--- config.mk ---
export PLATFORM = sky130hd
export DESIGN_NAME = spi_master_gen
export DESIGN_NICKNAME = d
export VERILOG_FILES = /design/src/rtl/spi_master_gen.sv
export SDC_FILE = /design/constraint.sdc
export NUM_CORES = 1
export LEC_CHECK = 0
export ABC_AREA = 1
export CAP_MARGIN = 20
export CORE_MARGIN = 5
export CORE_UTILIZATION = 30
export DETAILED_ROUTE_END_ITERATION = 6
export DONT_BUFFER_PORTS = 1
export PLACE_DENSITY = 0.44
export SLEW_MARGIN = 40
export SYNTH_ARGS = -nofsm -noshare
export SYNTH_HDL_FRONTEND = slang
export SYNTH_SLANG_ARGS = --single-unit
--- constraint.sdc ---
create_clock -name clk -period 2.04 [get_ports clk]
set_input_delay 0.408 -clock clk [delete_from_list [all_inputs] [get_ports clk]]
set_output_delay 0.408 -clock clk [all_outputs]
set_load 0.005 [all_outputs]
--- src/rtl/spi_master_gen.sv ---
// Full-duplex, MSB-first SPI master with runtime SCK divider and all four CPOL/CPHA modes.
// Define SPI_MASTER_CS_EN to add the automatic chip-select output cs_n and the hold input.
module spi_master_gen #(
  parameter int DATA_W = 8,
  parameter int DIV_W  = 8
) (
  input  logic              clk,
  input  logic              rst,
  input  logic              start,
  input  logic              cpol,
  input  logic              cpha,
  input  logic [DIV_W-1:0]  div,
  input  logic [DATA_W-1:0] din,
  input  logic              miso,
`ifdef SPI_MASTER_CS_EN
  input  logic              hold,
  output logic              cs_n,
`endif
  output logic              mosi,
  output logic              sck,
  output logic              bsy,
  output logic              done,
  output logic [DATA_W-1:0] dout
);

  localparam int EW = $clog2(2 * DATA_W);
  localparam logic [EW-1:0]    LAST     = EW'(2 * DATA_W - 1);
  localparam logic [EW-1:0]    LAST_M1  = EW'(2 * DATA_W - 2);
  localparam logic [EW-1:0]    EDGE_ONE = EW'(1);
  localparam logic [DIV_W-1:0] CNT_ONE  = DIV_W'(1);

  typedef enum logic [1:0] {
    IDLE  = 2'd0,
    LEAD  = 2'd1,
    SHIFT = 2'd2,
    TRAIL = 2'd3
  } state_t;

  state_t              r_state;
  state_t              w_state_nx;
  logic [DIV_W-1:0]    r_cnt;
  logic [DIV_W-1:0]    r_div;
  logic [EW-1:0]       r_edge;
  logic [DATA_W-1:0]   r_shift;
  logic                r_cpha;
  logic                r_sck;
  logic                r_mosi;
  logic                r_bsy;
  logic                r_done;
  logic [DATA_W-1:0]   r_dout;
`ifdef SPI_MASTER_CS_EN
  logic                r_hold;
  logic                r_cs_n;
`endif

  logic w_cnt_zero;
  logic w_accept;
  logic w_edge;
  logic w_lead;
  logic w_last_trail;
  logic w_finish;
  logic w_sample;
  logic w_drive;

  assign w_cnt_zero = (r_cnt == '0);

  always_ff @(posedge clk) begin
    if (!rst) r_state <= IDLE;
    else      r_state <= w_state_nx;
  end

  // r_edge is the 0-based index of the current SHIFT half-period; the edge that
  // closes half-period k is edge k+2, which is leading when k is odd.
  always_comb begin
    w_state_nx   = r_state;
    w_accept     = 1'b0;
    w_edge       = 1'b0;
    w_lead       = 1'b0;
    w_last_trail = 1'b0;
    w_finish     = 1'b0;
    case (r_state)
      IDLE: begin
        if (start) begin
          w_accept   = 1'b1;
          w_state_nx = LEAD;
        end
      end
      LEAD: begin
        if (w_cnt_zero) begin
          w_state_nx = SHIFT;
          w_edge     = 1'b1;
          w_lead     = 1'b1;
        end
      end
      SHIFT: begin
        if (w_cnt_zero) begin
          if (r_edge == LAST) begin
            w_state_nx = TRAIL;
          end else begin
            w_edge       = 1'b1;
            w_lead       = r_edge[0];
            w_last_trail = (r_edge == LAST_M1);
          end
        end
      end
      TRAIL: begin
        if (w_cnt_zero) begin
          w_state_nx = IDLE;
          w_finish   = 1'b1;
        end
      end
      default: w_state_nx = IDLE;
    endcase
  end

  // cpha=0 samples on leading edges, cpha=1 on trailing; the other edge drives,
  // except that cpha=0 drives nothing on the final trailing edge.
  assign w_sample = w_edge & (w_lead ^ r_cpha);
  assign w_drive  = w_edge & ~(w_lead ^ r_cpha) & ~(w_last_trail & ~r_cpha);

  always_ff @(posedge clk) begin
    if (!rst) begin
      r_bsy  <= 1'b0;
      r_done <= 1'b0;
      r_sck  <= 1'b0;
      r_mosi <= 1'b0;
      r_dout <= '0;
`ifdef SPI_MASTER_CS_EN
      r_cs_n <= 1'b1;
`endif
    end else begin
      r_done <= 1'b0;
      if (w_accept) begin
        r_bsy  <= 1'b1;
        r_sck  <= cpol;
        r_mosi <= cpha ? 1'b0 : din[DATA_W-1];
`ifdef SPI_MASTER_CS_EN
        r_cs_n <= 1'b0;
`endif
      end else begin
        if (w_edge)  r_sck  <= ~r_sck;
        if (w_drive) r_mosi <= r_shift[DATA_W-1];
        if (w_finish) begin
          r_dout <= r_shift;
          r_done <= 1'b1;
          r_bsy  <= 1'b0;
          r_mosi <= 1'b0;
`ifdef SPI_MASTER_CS_EN
          r_cs_n <= ~r_hold;
`endif
        end
      end
    end
  end

  // Datapath registers are only meaningful while busy, so they carry no reset.
  always_ff @(posedge clk) begin
    if (w_accept) begin
      r_shift <= din;
      r_cpha  <= cpha;
      r_div   <= div;
      r_cnt   <= div;
`ifdef SPI_MASTER_CS_EN
      r_hold  <= hold;
`endif
    end else if (r_state != IDLE) begin
      r_cnt <= w_cnt_zero ? r_div : (r_cnt - CNT_ONE);
      if (w_sample) r_shift <= {r_shift[DATA_W-2:0], miso};
      if (r_state == LEAD)
        r_edge <= '0;
      else if ((r_state == SHIFT) && w_cnt_zero)
        r_edge <= r_edge + EDGE_ONE;
    end
  end

  assign mosi = r_mosi;
  assign sck  = r_sck;
  assign bsy  = r_bsy;
  assign done = r_done;
  assign dout = r_dout;
`ifdef SPI_MASTER_CS_EN
  assign cs_n = r_cs_n;
`endif

endmodule

==> qor.csv <==
metric;value;unit
status;complete, no violations;
drt first pass iters;4;
Clock Latency Late Sink;290;ps
total chip power;3.339;mW
Setup violations, final;0;
# diodes;0;
layout cells sized above 1;19.67;%
Final Cycle Share;95.39;%
CTS buffer count;5;
post-synthesis sequential element count;43;
YS warnings;0;
Crit Path Max Fanout;8;
sequential share of the synthesized area;54.44;%
biggest area consumer among synthesized cells;edfxtp_1;
area grow syn2layout;17.46;%
first-pass GRT wire length;7.603;mm
PD cells;1344;nW/µm²
DIE HEIGHT;93.96;µm
vias in the first global route;1511;
initial antenna violation count;0;
Max Fclk;0.5139;GHz
GRT Util Overall;11.06;%
Hold Fails Final Rpt;0;
core area;6832;µm²
area of the die;8828;µm²
routed vias/inst;4.463;
ys async rst share;0;%
IO Pins;34;
Critical Path AT;1960;ps
Clk pin slew, worst setup/hold paths;90;ps
clk buf depth;2;
worst hold path type;primary input to flop;
post-route ant nets;0;
Clock Sinks;43;
starting density of the core;30.95;%
input/output buffers;0;
P_leak;1.039;nW
Clock Tree Root;clkbuf_8;
Post-Syn Instances;221;
grt ovf;0;
Final Max Slew Viols;0;
Finished Layout Cells;335;
post-DP HPWL;3.398;mm
area post-placement;2298;µm²
largest net degree at the start of global routing;15;
GPL Wtd Cong;0.7691;
Synth Cell Area;2115;µm²
CTS H-tree lvls;2;
Final Net Count;269;
Max Cap Viol;0;
Max VDD drop;0.3814;mV
Yosys cell types;29;
Die X-Extent;93.96;µm
critical path data required time;2050;ps
hold depth;0;
Rel. slew slack;71.41;%
syn_nets;252;
Slew @ Worst Pin;428.8;ps
DR vias;1495;
startpoint types;flop;
drt initial violations;39;
type of destination of the critical path;flop;
DR DRC count;0;
WL/cell;13.55;µm
Routed WL;4.540;mm
Placed Cells;323;
Setup CP Type;flop to flop;
clk_skew;11.33;ps
num rows;30;
Top FF cell, synth;edfxtp_1;
post-route cell area;2484;µm²
Final Critical Period;1946;ps
EDFF count, synth;29;
clock tree from TritonCTS;done;
top cell type's share of synthesized area;41.18;%
ranking of synthesized cells by area;edfxtp_1 41%, dfxtp_1 13%, nand2_1 6.9%;
Syn Area/Cell;9.568;µm²
cells on worst reg2reg path;10;
-- worst paths after layout --
check | from | endpoint | slack (ps)
worst max-delay path | r_cnt[2] | r_shift[0] | 90
worst min-delay path | div[5] | r_div[5] | 200
worst max register to register | r_cnt[2] | r_shift[0] | 90
worst min register to register | dout[5] | dout[5] | 520
-- routing by layer --
metal | track usage [%] | part of all wire [%]
met5 | 0 | 0
met4 | 2.888 | 0.66
met3 | 4.087 | 6.8
met2 | 17.92 | 48
met1 | 13.86 | 44
-- synthesized netlist by cell type, types with 3 or more instances --
master     n
buf_2      4
nor2_1    14
nand2_1   39
inv_1     26
o21ai_0   22
nand2_2    6
ha_1       9
a21oi_1    9
edfxtp_1  29
o21ai_2    6
nor2_2     3
dfxtp_1   14
nand3_1   16
-- cell usage in the layout, fill, tap and decap left out, types with 2 or more instances in the layout --
| cell type | n |
|---|---|
| xor2_1 | 2 |
| o22ai_1 | 2 |
| nand2_1 | 37 |
| edfxtp_1 | 29 |
| nor2_8 | 2 |
| xnor2_1 | 2 |
| buf_4 | 14 |
| o21ai_0 | 22 |
| inv_1 | 26 |
| a21oi_1 | 9 |
| clkbuf_8 | 5 |
| o211ai_1 | 2 |
| ha_1 | 9 |
| nand3_2 | 3 |
| nor2_1 | 14 |
| nor3_1 | 2 |
| o21ai_1 | 2 |
| nand3b_1 | 2 |
| nand3_1 | 14 |
| nor2_2 | 3 |
| o21ai_2 | 6 |
| nand2_2 | 8 |
| dfxtp_1 | 14 |
-- cell type report --
| class | instances | area (µm²) |
|---|---|---|
| Fill cell | 737 | 4348 |
| Sequential cell | 43 | 1151 |
| Multi-Input combinational cell | 145 | 860.8 |
| Tap cell | 96 | 120.1 |
| Timing Repair Buffer | 15 | 116.4 |
| Inverter | 28 | 107.6 |
| Clock buffer | 7 | 97.59 |
| Clock inverter | 1 | 30.03 |
-- kinds of logic (layout without fill, tap and decap cells) --
kind of cell,after synthesis,in the layout,synth area share (%)
AND/OR/NAND/NOR,86,86,19.70
XOR/XNOR,4,4,1.657
adder cells (fa/ha/maj),9,9,5.326
flip-flops,43,43,54.44
buffers and inverters,33,51,6.213
AO/OA/AOI/OAI,46,46,12.66
-- critical path, cell delays in order (launching register included) --
cell and delay (ps):
edfxtp_1 440, nor2_2 180, nand2_2 120, nor2_8 180, nand3_2 90, nand2_2 80
nand2_1 50, nand2_1 70, nand2_2 70, o31ai_4 220, buf_6 170
-- registers in the layout, indices dropped and copies added (netlist names), 2 cells and up --
name     flops
r_state      2
r_div        8
r_shift      8
dout         8
r_cnt        8
r_edge       4
-- timing repair --
| item | CTS | global route |
|---|---|---|
| setup buffers | 0 | 4 |
| gates resized for setup | 0 | 6 |
| hold buffers | 0 | 0 |
| endpoints found under the setup margin | 0 | 8 |
-- stage by stage --
stage / setup WS (ps) / util (%) / TNS (ps) / hold slack (ps)
floorplan: 11.54 / - / 0 / 470.1
global placement: 131.9 / 33.64 / 0 / 502.0
detailed placement: 124.5 / 33.64 / 0 / 505.8
CTS: 102.5 / 35.51 / 0 / 195.6
global route: -11.56 / 36.36 / -79.49 / 185.2
finish: 94.13 / 36.36 / 0 / 203.7
-- report_power, final --
group	internal (mW)	switching, mW
sequential	1.27	0.118
clock	0.440	0.297
combinational	0.482	0.731
Note: power is estimated with default switching activity, not from simulation.
